**src/rtl/fsm_control_imagen_if.sv**
```systemverilog
`default_nettype none
// ============================================================================
// Module      : fsm_control_imagen_if
// Description : Handshake bundle between the image sequencer and its client.
//               The client drives the request/completion pulses. The
//               sequencer drives the start pulses, row index and status.
// Revision    : 1.0 - initial release
// ============================================================================
interface fsm_control_imagen_if;
    // Requests and completions (client -> sequencer)
    logic       iniciar;
    logic       abortar;
    logic       lectura_completada;
    logic       fila_completa_escrita;
    // Start pulses and status (sequencer -> client)
    logic       iniciar_lectura;
    logic       iniciar_escritura;
    logic [7:0] fila_actual;
    logic       ocupado;
    logic       imagen_completa;
    logic       error_timeout;

    modport master (
        output iniciar,
        output abortar,
        output lectura_completada,
        output fila_completa_escrita,
        input  iniciar_lectura,
        input  iniciar_escritura,
        input  fila_actual,
        input  ocupado,
        input  imagen_completa,
        input  error_timeout
    );

    modport slave (
        input  iniciar,
        input  abortar,
        input  lectura_completada,
        input  fila_completa_escrita,
        output iniciar_lectura,
        output iniciar_escritura,
        output fila_actual,
        output ocupado,
        output imagen_completa,
        output error_timeout
    );
endinterface
`default_nettype wire

```
**src/rtl/fsm_control_imagen.sv**
```systemverilog
`default_nettype none
// ============================================================================
// Module      : fsm_control_imagen
// Description : Row-by-row image sequencer. For each of FILAS rows it starts a
//               window read, waits for it, starts a row write, and waits for
//               that. Both waits are guarded by a watchdog, and the FSM parks
//               in an error state if a wait runs too long. Moore machine with
//               registered outputs.
// Revision    : 1.0 - initial release
// ============================================================================
module fsm_control_imagen #(
    parameter int FILAS   = 8,     // rows per image, 1..255
    parameter int TIMEOUT = 1024   // max cycles in a wait state, 2..65535
) (
    input  wire logic              clk,
    input  wire logic              reset,
    fsm_control_imagen_if.slave    ctl
);

    localparam logic [7:0]  ULTIMA_FILA = 8'(FILAS - 1);
    localparam logic [15:0] WD_LIMITE   = 16'(TIMEOUT - 1);

    // 4-bit encoding leaves spare codes, which recover to idle.
    typedef enum logic [3:0] {
        E_REPOSO           = 4'd0,
        E_LEER             = 4'd1,
        E_ESPERA_LECTURA   = 4'd2,
        E_ESCRIBIR         = 4'd3,
        E_ESPERA_ESCRITURA = 4'd4,
        E_SIG_FILA         = 4'd5,
        E_FIN              = 4'd6,
        E_ERROR            = 4'd7
    } estado_t;

    estado_t     estado_q, estado_d;
    logic [7:0]  fila_q,   fila_d;
    logic [15:0] wd_q,     wd_d;
    logic        err_q,    err_d;

    // Registered output pulses and flags, decoded from the next state
    logic        lect_q;
    logic        escr_q;
    logic        ocup_q;
    logic        comp_q;

    logic        wd_vencido;
    logic        en_espera;
    logic        abortable;

    assign wd_vencido = (wd_q == WD_LIMITE);
    assign en_espera  = (estado_q == E_ESPERA_LECTURA) ||
                        (estado_q == E_ESPERA_ESCRITURA);
    // Abort is honoured in every state except idle and error.
    assign abortable  = (estado_q != E_REPOSO) && (estado_q != E_ERROR);

    // Next-state, row index, watchdog and sticky error computation
    always_comb begin
        estado_d = estado_q;
        fila_d   = fila_q;
        err_d    = err_q;

        case (estado_q)
            E_REPOSO: begin
                if (ctl.iniciar) begin
                    estado_d = E_LEER;
                    fila_d   = 8'd0;
                end
            end
            E_LEER: begin
                estado_d = E_ESPERA_LECTURA;
            end
            E_ESPERA_LECTURA: begin
                // A completion in the timeout cycle still wins.
                if (ctl.lectura_completada) begin
                    estado_d = E_ESCRIBIR;
                end else if (wd_vencido) begin
                    estado_d = E_ERROR;
                    err_d    = 1'b1;
                end
            end
            E_ESCRIBIR: begin
                estado_d = E_ESPERA_ESCRITURA;
            end
            E_ESPERA_ESCRITURA: begin
                if (ctl.fila_completa_escrita) begin
                    estado_d = E_SIG_FILA;
                end else if (wd_vencido) begin
                    estado_d = E_ERROR;
                    err_d    = 1'b1;
                end
            end
            E_SIG_FILA: begin
                if (fila_q == ULTIMA_FILA) begin
                    estado_d = E_FIN;
                end else begin
                    estado_d = E_LEER;
                    fila_d   = fila_q + 8'd1;
                end
            end
            E_FIN: begin
                estado_d = E_REPOSO;
            end
            E_ERROR: begin
                if (ctl.iniciar) begin
                    estado_d = E_LEER;
                    fila_d   = 8'd0;
                    err_d    = 1'b0;
                end
            end
            default: begin
                estado_d = E_REPOSO;
                fila_d   = 8'd0;
            end
        endcase

        // Abort outranks every transition computed above.
        if (ctl.abortar && abortable) begin
            estado_d = E_REPOSO;
            fila_d   = 8'd0;
            err_d    = err_q;
        end

        // The watchdog runs only while the FSM stays in the same wait state.
        // Entering a wait state, or any other state, clears it.
        if (en_espera && (estado_d == estado_q)) begin
            wd_d = wd_q + 16'd1;
        end else begin
            wd_d = 16'd0;
        end
    end

    // State, counters and Moore outputs registered together
    always_ff @(posedge clk) begin
        if (reset) begin
            estado_q <= E_REPOSO;
            fila_q   <= 8'd0;
            wd_q     <= 16'd0;
            err_q    <= 1'b0;
            lect_q   <= 1'b0;
            escr_q   <= 1'b0;
            ocup_q   <= 1'b0;
            comp_q   <= 1'b0;
        end else begin
            estado_q <= estado_d;
            fila_q   <= fila_d;
            wd_q     <= wd_d;
            err_q    <= err_d;
            lect_q   <= (estado_d == E_LEER);
            escr_q   <= (estado_d == E_ESCRIBIR);
            ocup_q   <= (estado_d != E_REPOSO) && (estado_d != E_ERROR);
            comp_q   <= (estado_d == E_FIN);
        end
    end

    assign ctl.iniciar_lectura   = lect_q;
    assign ctl.iniciar_escritura = escr_q;
    assign ctl.fila_actual       = fila_q;
    assign ctl.ocupado           = ocup_q;
    assign ctl.imagen_completa   = comp_q;
    assign ctl.error_timeout     = err_q;

endmodule
`default_nettype wire
```
**src/flat_wrapper.sv**
```systemverilog
// flat-port wrapper written by rule: the top's interface ports become plain ports
module fsm_control_imagen_flat 
#(
    parameter int FILAS   = 8,                              
    parameter int TIMEOUT = 1024                                          
)
  (clk, reset, ctl_iniciar, ctl_abortar, ctl_lectura_completada, ctl_fila_completa_escrita, ctl_iniciar_lectura, ctl_iniciar_escritura, ctl_fila_actual, ctl_ocupado, ctl_imagen_completa, ctl_error_timeout);
  fsm_control_imagen_if ctl_i ();
  input  wire logic clk;
  input  wire logic reset;
  input wire logic [$bits(ctl_i.iniciar)-1:0] ctl_iniciar;
  input wire logic [$bits(ctl_i.abortar)-1:0] ctl_abortar;
  input wire logic [$bits(ctl_i.lectura_completada)-1:0] ctl_lectura_completada;
  input wire logic [$bits(ctl_i.fila_completa_escrita)-1:0] ctl_fila_completa_escrita;
  output wire logic [$bits(ctl_i.iniciar_lectura)-1:0] ctl_iniciar_lectura;
  output wire logic [$bits(ctl_i.iniciar_escritura)-1:0] ctl_iniciar_escritura;
  output wire logic [$bits(ctl_i.fila_actual)-1:0] ctl_fila_actual;
  output wire logic [$bits(ctl_i.ocupado)-1:0] ctl_ocupado;
  output wire logic [$bits(ctl_i.imagen_completa)-1:0] ctl_imagen_completa;
  output wire logic [$bits(ctl_i.error_timeout)-1:0] ctl_error_timeout;
  assign ctl_i.iniciar = ctl_iniciar;
  assign ctl_i.abortar = ctl_abortar;
  assign ctl_i.lectura_completada = ctl_lectura_completada;
  assign ctl_i.fila_completa_escrita = ctl_fila_completa_escrita;
  assign ctl_iniciar_lectura = ctl_i.iniciar_lectura;
  assign ctl_iniciar_escritura = ctl_i.iniciar_escritura;
  assign ctl_fila_actual = ctl_i.fila_actual;
  assign ctl_ocupado = ctl_i.ocupado;
  assign ctl_imagen_completa = ctl_i.imagen_completa;
  assign ctl_error_timeout = ctl_i.error_timeout;
  fsm_control_imagen #(.FILAS(FILAS), .TIMEOUT(TIMEOUT)) u_core (.clk(clk), .reset(reset), .ctl(ctl_i));
endmodule
```
**config.mk**
```make
export PLATFORM = sky130hd
export DESIGN_NAME = fsm_control_imagen_flat
export DESIGN_NICKNAME = d
export VERILOG_FILES = /design/src/rtl/fsm_control_imagen_if.sv /design/src/rtl/fsm_control_imagen.sv /design/src/flat_wrapper.sv
export SDC_FILE = /design/constraint.sdc
export NUM_CORES = 1
export LEC_CHECK = 0
export BUFFER_PORTS_ARGS = -buffer_cell sky130_fd_sc_hd__buf_2
export CORE_MARGIN = 4
export CORE_UTILIZATION = 45
export CTS_BUF_LIST = sky130_fd_sc_hd__clkbuf_4 sky130_fd_sc_hd__clkbuf_8
export DETAILED_ROUTE_END_ITERATION = 10
export GPL_TIMING_DRIVEN = 0
export MAX_ROUTING_LAYER = met4
export SETUP_SLACK_MARGIN = 0.5
export SYNTH_ARGS = -nofsm -noshare
export SYNTH_HDL_FRONTEND = slang
export SYNTH_SLANG_ARGS = --single-unit
```
**constraint.sdc**
```tcl
create_clock -name clk -period 2.37 [get_ports clk]
set_clock_uncertainty 0.15 [all_clocks]
set_input_delay 0.474 -clock clk [delete_from_list [all_inputs] [get_ports clk]]
set_output_delay 0.474 -clock clk [all_outputs]
set_load 0.02 [all_outputs]
```
# Yosys cells after proc, flatten, opt, wreduce, memory -nomap -nowiden
# Index checks and enable logic that the tools add are counted.
# W data, S select, Z words.
dict set report classes {
  eq_ne 20
  add_sub_neg 2
  reduce_logical 15
  muxes 15
  bitwise_logic 3
}
# operator n
set ops {}
lappend ops {{$pmux W4 S6} 1}
lappend ops {{$pmux W8 S3} 1}
lappend ops {{$eq A4 B3 Y1 const B} 5}
lappend ops {{$mux W4} 5}
lappend ops {{$add A16 B1 Y16 const B} 1}
lappend ops {{$eq A16 B10 Y1 const B} 1}
lappend ops {{$mux W8} 2}
lappend ops {{$eq A4 B2 Y1 const B} 3}
lappend ops {{$add A8 B1 Y8 const B} 1}
lappend ops {{$eq A4 B1 Y1 const B} 2}
lappend ops {{$eq A8 B3 Y1 const B} 1}
lappend ops {{$ne A2 B2 Y1 const B} 4}
lappend ops {{$ne A4 B3 Y1 const B} 2}
lappend ops {{$reduce_bool A4 Y1} 2}
lappend ops {{$reduce_or A2 Y1} 3}
lappend ops {{$reduce_and A5 Y1} 1}
lappend ops {{$reduce_or A5 Y1} 1}
lappend ops {{$eq A4 B4 Y1} 1}
lappend ops {{$logic_and A1 B1 Y1} 4}
lappend ops {{$logic_not A4 Y1} 1}
lappend ops {{$mux W1} 4}
lappend ops {{$mux W3} 1}
lappend ops {{$not A1 Y1} 3}
lappend ops {{$pmux W1 S3} 1}
lappend ops {{other kinds (4)} 4}
dict set report word_totals {
  output_inout_bits 13
  wordCells 63
  regBits 33
}

# Depth between registers and ports, before layout
# Gate-level depths: netlist of the first run.
dict set report logic_depth {
  ltp_word 9
  depth_mapped 9
  depth_no_buf 7
}

# Worst setup path before layout of the first run
# OpenSTA, ideal clock, no wires.
dict set report synth_timing {
  kind {reg-to-reg}
  from {reg u_core.fila_q[0] (netlist: u_core.ctl.fila_actual[0])}
  to {reg u_core.wd_q[9]}
  arrival_ns 2.166
  path_slack_ns -0.011
  period_less_slack_ns 2.381
  path_buffers 2
  stages_incl_launch_ff 10
  path_cell_list {dfxtp_1 -> ha_1 -> nor4b_4 -> nand3_1 -> a221oi_2 -> a21oi_1 -> or3_1 -> buf_6 -> buf_8 -> nor2_1}
}
dict set report synth_between {
  elab_chain_len 8
}
# element line
set synth_lines {}
lappend synth_lines {{start, declared} fsm_control_imagen.sv:36} ;# logic [7:0] fila_q, fila_d;
lappend synth_lines {{start signal, assigned} fsm_control_imagen.sv:145} ;# fila_q <= fila_d;
lappend synth_lines {{$eq A8 B3 Y1} fsm_control_imagen.sv:93} ;# if (fila_q == ULTIMA_FILA) begin
lappend synth_lines {{$mux W3} fsm_control_imagen.sv:93}
lappend synth_lines {{$pmux W4 S6} fsm_control_imagen.sv:62} ;# case (estado_q)
lappend synth_lines {{$mux W4} fsm_control_imagen.sv:117} ;# if (ctl.abortar && abortable) begin
lappend synth_lines {{$eq A4 B4 Y1} fsm_control_imagen.sv:125} ;# if (en_espera && (estado_d == estado_q)) begin
lappend synth_lines {{$logic_and A1 B1 Y1} fsm_control_imagen.sv:125}
lappend synth_lines {{$not A1 Y1 (no source line)} n/a}
lappend synth_lines {{$reduce_or A2 Y1 (no source line)} n/a}
lappend synth_lines {{end signal, assigned} fsm_control_imagen.sv:146} ;# wd_q <= wd_d;
lappend synth_lines {{end, declared} fsm_control_imagen.sv:37} ;# logic [15:0] wd_q, wd_d;
# No other way between the ends.
# A chain may end at the register's enable or synchronous reset.

# Worst setup path after layout of the first run
dict set report layout_timing {
  from {reg u_core.fila_q[0] (netlist: u_core.ctl.fila_actual[0])}
  to {reg u_core.wd_q[15]}
}
# Same word-level chain as after synthesis.

==> impl_metrics.env, run 1 <==
export IMPL_r2r_end="u_core.wd_q[15]"
export IMPL_regToRegStartpoint="u_core.ctl.fila_actual[0]"
export IMPL_syn_nets=209
export IMPL_ant_nets=0
export IMPL_antenna_found_initial=0
export IMPL_routed_top_layer="met4"
export IMPL_yosysSeqAreaShare_pct=39.0
export IMPL_core_area_sq_um=3660
export IMPL_grt_max_degree=11
export IMPL_drt_iter0_markers=144
export IMPL_avgRoutedWirePerCell_microns=14.3
export IMPL_drv_slew=0
export IMPL_grt_pass1_wl_microns=7000
export IMPL_wl_microns=4270
export IMPL_dr_wl_met2_microns=2170
export IMPL_path_cells="ha_4 > nor4b_4 > nand3_1 > a221oi_2 > a21oi_1 > or3_1 > buf_6 > buf_8 > nor2_1"
export IMPL_worstMarginPinSlew_ps=550
export IMPL_ys_types=42
export IMPL_die_y_microns=69.4
export IMPL_critPathArrivalTime_ps=2320
export IMPL_hold_violations=0
export IMPL_worstPathMaxFanout=8
export IMPL_setup_viol=0
export IMPL_die_x_microns=69.4
export IMPL_max_cap_violations=0
export IMPL_drt_first_pass_iters=4
export IMPL_rows=22
export IMPL_fin_nets=257
export IMPL_syn_avg_cell_area_sq_um=8.43
export IMPL_grt_usage_pct=18.3
export IMPL_htreeDepth=2
export IMPL_cts_buffers=5
export IMPL_crit_end="u_core.wd_q[15]"
export IMPL_start_util_pct=46.3
export IMPL_clock_root_buffer="clkbuf_8"
export IMPL_synth_enable_flop_cells=0
export IMPL_port_buffers=18
export IMPL_gp_congestion=0.960
export IMPL_setup_ws_ps=118
export IMPL_slowest_stage="dfxtp_4"
export IMPL_io_pins=19
export IMPL_slowest_delay_ps=370
export IMPL_wl_met1_microns=1880
export IMPL_crit_start="u_core.ctl.fila_actual[0]"
export IMPL_required_ps=2440
export IMPL_antenna_cells=0
export IMPL_wl_met3_microns=145
export IMPL_vias=1593
export IMPL_grt_pass1_vias=1557
export IMPL_irDropWorstVdd_mv=0.353
export IMPL_reg2reg_depth=9
export IMPL_rrSetupSlack_ps=120
export IMPL_clk_latency_ps=280
export IMPL_powerDensity_nw_per_um2=457
export IMPL_path_class="flop to flop"
export IMPL_critPathCaptureType="flop"
export IMPL_min_period_over_period_pct=95.0
export IMPL_drive_above_1_share_pct=39.2
export IMPL_p_leak_nw=0.911
export IMPL_post_route_min_period_ps=2250
export IMPL_tritoncts="built"
export IMPL_synthToLayoutAreaGrowth_pct=37.2
export IMPL_netlist_area_sq_um=1700
export IMPL_fin_util_pct=63.5
export IMPL_dp_worst_setup_slack_ps=-9.81
export IMPL_ys_ff_latch=33
export IMPL_drcViolationCount=0
export IMPL_vias_per_cell=5.35
export IMPL_rsz0062_at_grt="yes"
export IMPL_startpoint_type="flop"
export IMPL_dp_hpwl_microns=2620
export IMPL_status="completed"
export IMPL_min_path_type="primary input to flop"
export IMPL_dieArea_sq_um=4810
export IMPL_clock_sinks=33
export IMPL_maxClockFrequency_mhz=444
export IMPL_yosys_warnings=0
export IMPL_clkTransAtPathRegs_ps=70
export IMPL_grt_ovfl_total=0
export IMPL_relSlewSlack_pct=63.0
export IMPL_cts_buffer_depth=2
export IMPL_async_flop_share_pct=0
export IMPL_synth_cells=201
export IMPL_synthFlopType="dfxtp_1"
export IMPL_holdBufCountCts=0
report_power, final:
group | total (mW) | internal [mW] | switching [mW] | leakage, nW
sequential | 0.559 | 0.556 | 0.00221 | 0.270
clock | 0.417 | 0.215 | 0.202 | 0.0484
combinational | 0.0876 | 0.0432 | 0.0445 | 0.592
total | 1.06 | 0.814 | 0.249 | 0.911
critical path: cells and delay by family (launching register included):
kind,cells,cell delay [ps]
adders and majority gates,1,130
DFF,1,370
and+or+nand+nor,4,870
AOI/OAI and AO/OA,2,390
buffers and inverters,2,300
metal layers:
layer | GRT usage [%] | vias to the layer above
met4 | 8.24 | 0
met2 | 30.1 | 31
met3 | 3.48 | 10
li1 | - | 791
met5 | - | -
met1 | 21.5 | 761
what timing repair did:
item	CTS	global route
endpoints found under the setup margin	32	32
pin swaps	16	14
cloned	0	1
buffers inserted	15	7
gates resized for setup	27	24
flip-flops by register name, summed over array words and instances (netlist names):
signal                        count
u_core.ctl.fila_actual            8
u_core.ctl.ocupado                1
u_core.ctl.iniciar_lectura        1
u_core.ctl.iniciar_escritura      1
u_core.ctl.imagen_completa        1
u_core.estado_q                   4
u_core.wd_q                      16
u_core.ctl.error_timeout          1
synth_stat cells (2+ instances only):
cell | instances | share of area [%]
nor3_1 | 7 | 2.1
o21ai_0 | 6 | 1.8
a21oi_1 | 12 | 3.5
inv_1 | 10 | 2.2
o211a_1 | 2 | 1.2
or3b_2 | 2 | 1.0
a31oi_1 | 2 | 0.74
buf_6 | 2 | 1.3
nand3b_1 | 3 | 1.3
and3_1 | 6 | 2.2
ha_1 | 2 | 1.5
nand3_1 | 13 | 3.8
nand4_1 | 7 | 2.6
dfxtp_1 | 33 | 39
xor2_1 | 13 | 6.7
nor2b_1 | 2 | 0.74
xnor2_1 | 9 | 4.6
buf_2 | 2 | 0.59
nand2_1 | 12 | 2.7
nand2b_1 | 2 | 0.74
nor2_1 | 29 | 6.4
or3_1 | 5 | 1.8
cell usage in the layout (no fill, tap or decap), types with 6 or more instances in the layout:
master   count
xnor2_1      8
and3_1       6
xor2_1      13
o21ai_0      6
nand4_1      7
nand2_1      9
nor2_1      19
nand3_1     10
nor2_2       7
buf_2       18
a21oi_1     11
dfxtp_1     25
buf_4       20
buf_6        7
inv_1        9
dfxtp_2      6
kinds of logic (layout without fill, tap and decap cells):
group                      Yosys count  in the layout  synth area share (%)
AOI/OAI and AO/OA                   28             28                  10.8
adders and majority gates            3              3                  2.07
buffers and inverters               17             66                  5.76
DFF                                 33             33                  39.0
and+or+nand+nor                     96             96                  30.3
muxes                                1              1                 0.590
xor gates and xnor gates            22             22                  11.4
other                                1              1                 0.221
worst min-delay path by stage:
| stage | start | endpoint | slack, ps | depth (start not counted) |
|---|---|---|---|---|
| after floorplan | u_core.wd_q[0] | u_core.wd_q[0] | 280 | 1 |
| after global placement | u_core.wd_q[0] | u_core.wd_q[0] | 290 | 1 |
| after detailed placement | u_core.wd_q[0] | u_core.wd_q[0] | 310 | 1 |
| after CTS | reset | u_core.ctl.error_timeout | 240 | 2 |
| after global routing | reset | u_core.ctl.error_timeout | 260 | 2 |
| final | reset | u_core.ctl.error_timeout | 260 | 2 |
stage by stage:
stage          power [mW]  hold WS, ps  setup TNS (ps)  cell area [sq um]  cells
3_5_place_dp        0.623          306           -41.3               1870    267
3_3_place_gp        0.622          293               0               1870    267
5_1_grt              1.10          261           -5.35               2330    298
6_report             1.06          260               0               2330    298
2_1_floorplan       0.606          279               0               1720    201
4_1_cts              1.06          242               0               2180    290
area by class of cell:
class / instances / area [sq um]
Buffer: 7 / 82.6
Clock buffer: 6 / 76.3
Clock inverter: 2 / 10.0
Fill cell: 309 / 1340
Inverter: 10 / 40.0
Multi-Input combinational cell: 151 / 1090
Sequential cell: 33 / 676
Tap cell: 48 / 60.1
Timing Repair Buffer: 41 / 292
Note: power is estimated with default switching activity, not from simulation.
==> run 2, diff against run 1 <==
- ABC_AREA: unset -> 1
- SKIP_CTS_REPAIR_TIMING: unset -> 1
==> run 2 against run 1 <==
Core utilization is 3.4 points higher. Fmax is 20% higher. Global-route usage shrank 3.2 points. Sequential share of layout area decreased by 1.6 points. Routed wire length is 4.6% lower. Critical path depth is 3 higher. Total power grew 1.1%. Register-to-register slack improved by 380 ps. First-iteration DRC count fell by 47%. Worst hold slack improved by 99 ps.
==> impl_metrics.env, run 2 <==
export IMPL_die_x_microns=70.9
export IMPL_core_area_sq_um=3740
export IMPL_synth_most_common_cell="nand2_1"
export IMPL_required_ps=2430
export IMPL_post_route_min_period_ps=1870
export IMPL_rows=22
export IMPL_powerDensity_nw_per_um2=429
export IMPL_final_cell_mix="34 x nand2_1, 24 x inv_1, 22 x buf_4, 22 x dfxtp_1, 20 x nor2_1"
export IMPL_p_leak_nw=1.08
export IMPL_cts_buffer_depth=2
export IMPL_crit_family="simple AND/OR/NAND/NOR gates"
export IMPL_rsz0062_at_grt="yes"
export IMPL_irDropWorstVdd_mv=0.485
export IMPL_cpMostUsedCell="nand2_4"
export IMPL_start_util_pct=47.6
export IMPL_path_cells="ha_4 > nand3_4 > nor2_4 > nand2_4 > nand2_2 > nand2_2 > nand2_4 > nand2_4 > nand2_4 > nand3_4 > clkbuf_16 > nor3_2"
export IMPL_critPathCaptureType="flop"
export IMPL_whs_ps=359
export IMPL_layout_cells_non_filler=331
export IMPL_ant_nets=0
export IMPL_fin_nets=292
export IMPL_drv_slew=0
export IMPL_avgRoutedWirePerCell_microns=12.3
export IMPL_slowest_delay_ps=350
export IMPL_synthToLayoutAreaGrowth_pct=40.7
export IMPL_grt_pass1_wl_microns=6020
export IMPL_min_path_type="flop to flop"
export IMPL_top_register="u_core.wd_q"
export IMPL_clock_root_buffer="clkbuf_8"
export IMPL_dp_hpwl_microns=2470
export IMPL_ys_types=32
export IMPL_synthFlopType="dfxtp_1"
export IMPL_clk_latency_ps=280
export IMPL_yosysTopAreaCell="dfxtp_1"
export IMPL_ys_ff_latch=33
export IMPL_largest_register_ffs=16
export IMPL_dieArea_sq_um=5030
export IMPL_mostFrequentLayoutCell="nand2_1"
export IMPL_yosys_warnings=0
export IMPL_critPathArrivalTime_ps=1940
export IMPL_max_cap_violations=0
export IMPL_drt_first_pass_iters=5
export IMPL_vias=1645
export IMPL_die_y_microns=70.9
export IMPL_path_class="flop to flop"
export IMPL_min_period_over_period_pct=79.1
export IMPL_clkTransAtPathRegs_ps=70
export IMPL_critical_path_n_buffers_inverters=1
export IMPL_port_buffers=17
export IMPL_startpoint_type="flop"
export IMPL_netlist_area_sq_um=1780
export IMPL_yosysTopAreaCellShare_pct=37.1
export IMPL_antenna_cells=0
export IMPL_hold_violations=0
export IMPL_drive_above_1_share_pct=43.8
export IMPL_worstPathMaxFanout=5
export IMPL_tns_ps=0
export IMPL_setup_viol=0
export IMPL_dp_cells=299
export IMPL_nFillCells=316
export IMPL_antenna_found_initial=0
export IMPL_drcViolationCount=0
export IMPL_grt_ovfl_total=0
export IMPL_tritoncts="built"
export IMPL_drt_iter0_markers=77
export IMPL_async_flop_share_pct=0
export IMPL_synth_enable_flop_cells=0
export IMPL_synth_area_top_cells="dfxtp_1 37%, nand2_1 8.2%, nor3_2 5.6%, inv_1 5.1%, nor2_1 5.1%"
export IMPL_wl_microns=4070
export IMPL_cts_buffers=5
export IMPL_syn_nets=242
export IMPL_grt_pass1_vias=1431
export IMPL_htreeDepth=2
export IMPL_yosysSeqAreaShare_pct=37.1
export IMPL_gp_congestion=0.844
export IMPL_clock_sinks=33
export IMPL_ys_top_cells_by_count="39 x nand2_1, 33 x dfxtp_1, 24 x inv_1, 24 x nor2_1, 15 x nand3_1"
export IMPL_vias_per_cell=4.97
export IMPL_slowest_stage="dfxtp_2"
export IMPL_grt_max_degree=11
export IMPL_synth_cells=234
export IMPL_status="completed"
export IMPL_grt_usage_pct=15.0
export IMPL_io_pins=19
export IMPL_maxClockFrequency_mhz=534
export IMPL_syn_avg_cell_area_sq_um=7.61
run 2: worst paths after layout:
check                       startpoint                        end  slack, ps  cells past startpoint
min          u_core.ctl.fila_actual[3]  u_core.ctl.fila_actual[3]        360                      1
min reg2reg  u_core.ctl.fila_actual[3]  u_core.ctl.fila_actual[3]        360                      1
max                     u_core.wd_q[1]            u_core.wd_q[11]        500                     12
max reg2reg             u_core.wd_q[1]            u_core.wd_q[11]        500                     12
run 2: cells by family after synthesis:
logic type,after synthesis,synth area share [%]
compound gates,23,7.37
xor+xnor,11,5.41
fa+ha+maj,2,1.40
buf+inv,32,7.79
flops,33,37.1
other cells,1,0.210
simple gates,132,40.7
run 2: layout make-up:
class | instances | area, sq um | area share, %
Multi-Input combinational cell | 169 | 1190 | 47.4
Buffer | 4 | 55.1 | 2.20
Inverter | 28 | 110 | 4.39
Clock inverter | 1 | 5.00 | 0.200
Timing Repair Buffer | 43 | 332 | 13.2
Clock buffer | 5 | 68.8 | 2.74
Sequential cell | 33 | 689 | 27.5
Tap cell | 48 | 60.1 | 2.40
run 2: stage by stage:
| step | setup slack [ps] | area [sq um] | util, % | total power [mW] |
|---|---|---|---|---|
| detailed placement | 266 | 1930 | 51.7 | 0.654 |
| floorplan | 535 | 1790 | - | 0.635 |
| finish | 497 | 2510 | 67.0 | 1.07 |
| CTS | 235 | 2010 | 53.6 | 1.04 |
| global placement | 276 | 1930 | 51.7 | 0.654 |
| global route | 389 | 2510 | 67.0 | 1.12 |
run 2: per-layer routing:
metal / vias to the layer above / global-route usage, % / wire length, microns
met2: 21 / 23.0 / 2060
met4: 0 / 5.01 / 41
met5: - / - / 0
li1: 858 / - / -
met3: 4 / 3.84 / 115
met1: 762 / 19.4 / 1850
run 2: report_power, final:
group | leakage [nW] | switching [mW] | internal (mW)
Clock | 0.0399 | 0.198 | 0.193
Combinational | 0.770 | 0.0713 | 0.0544
Sequential | 0.273 | 0.00444 | 0.553
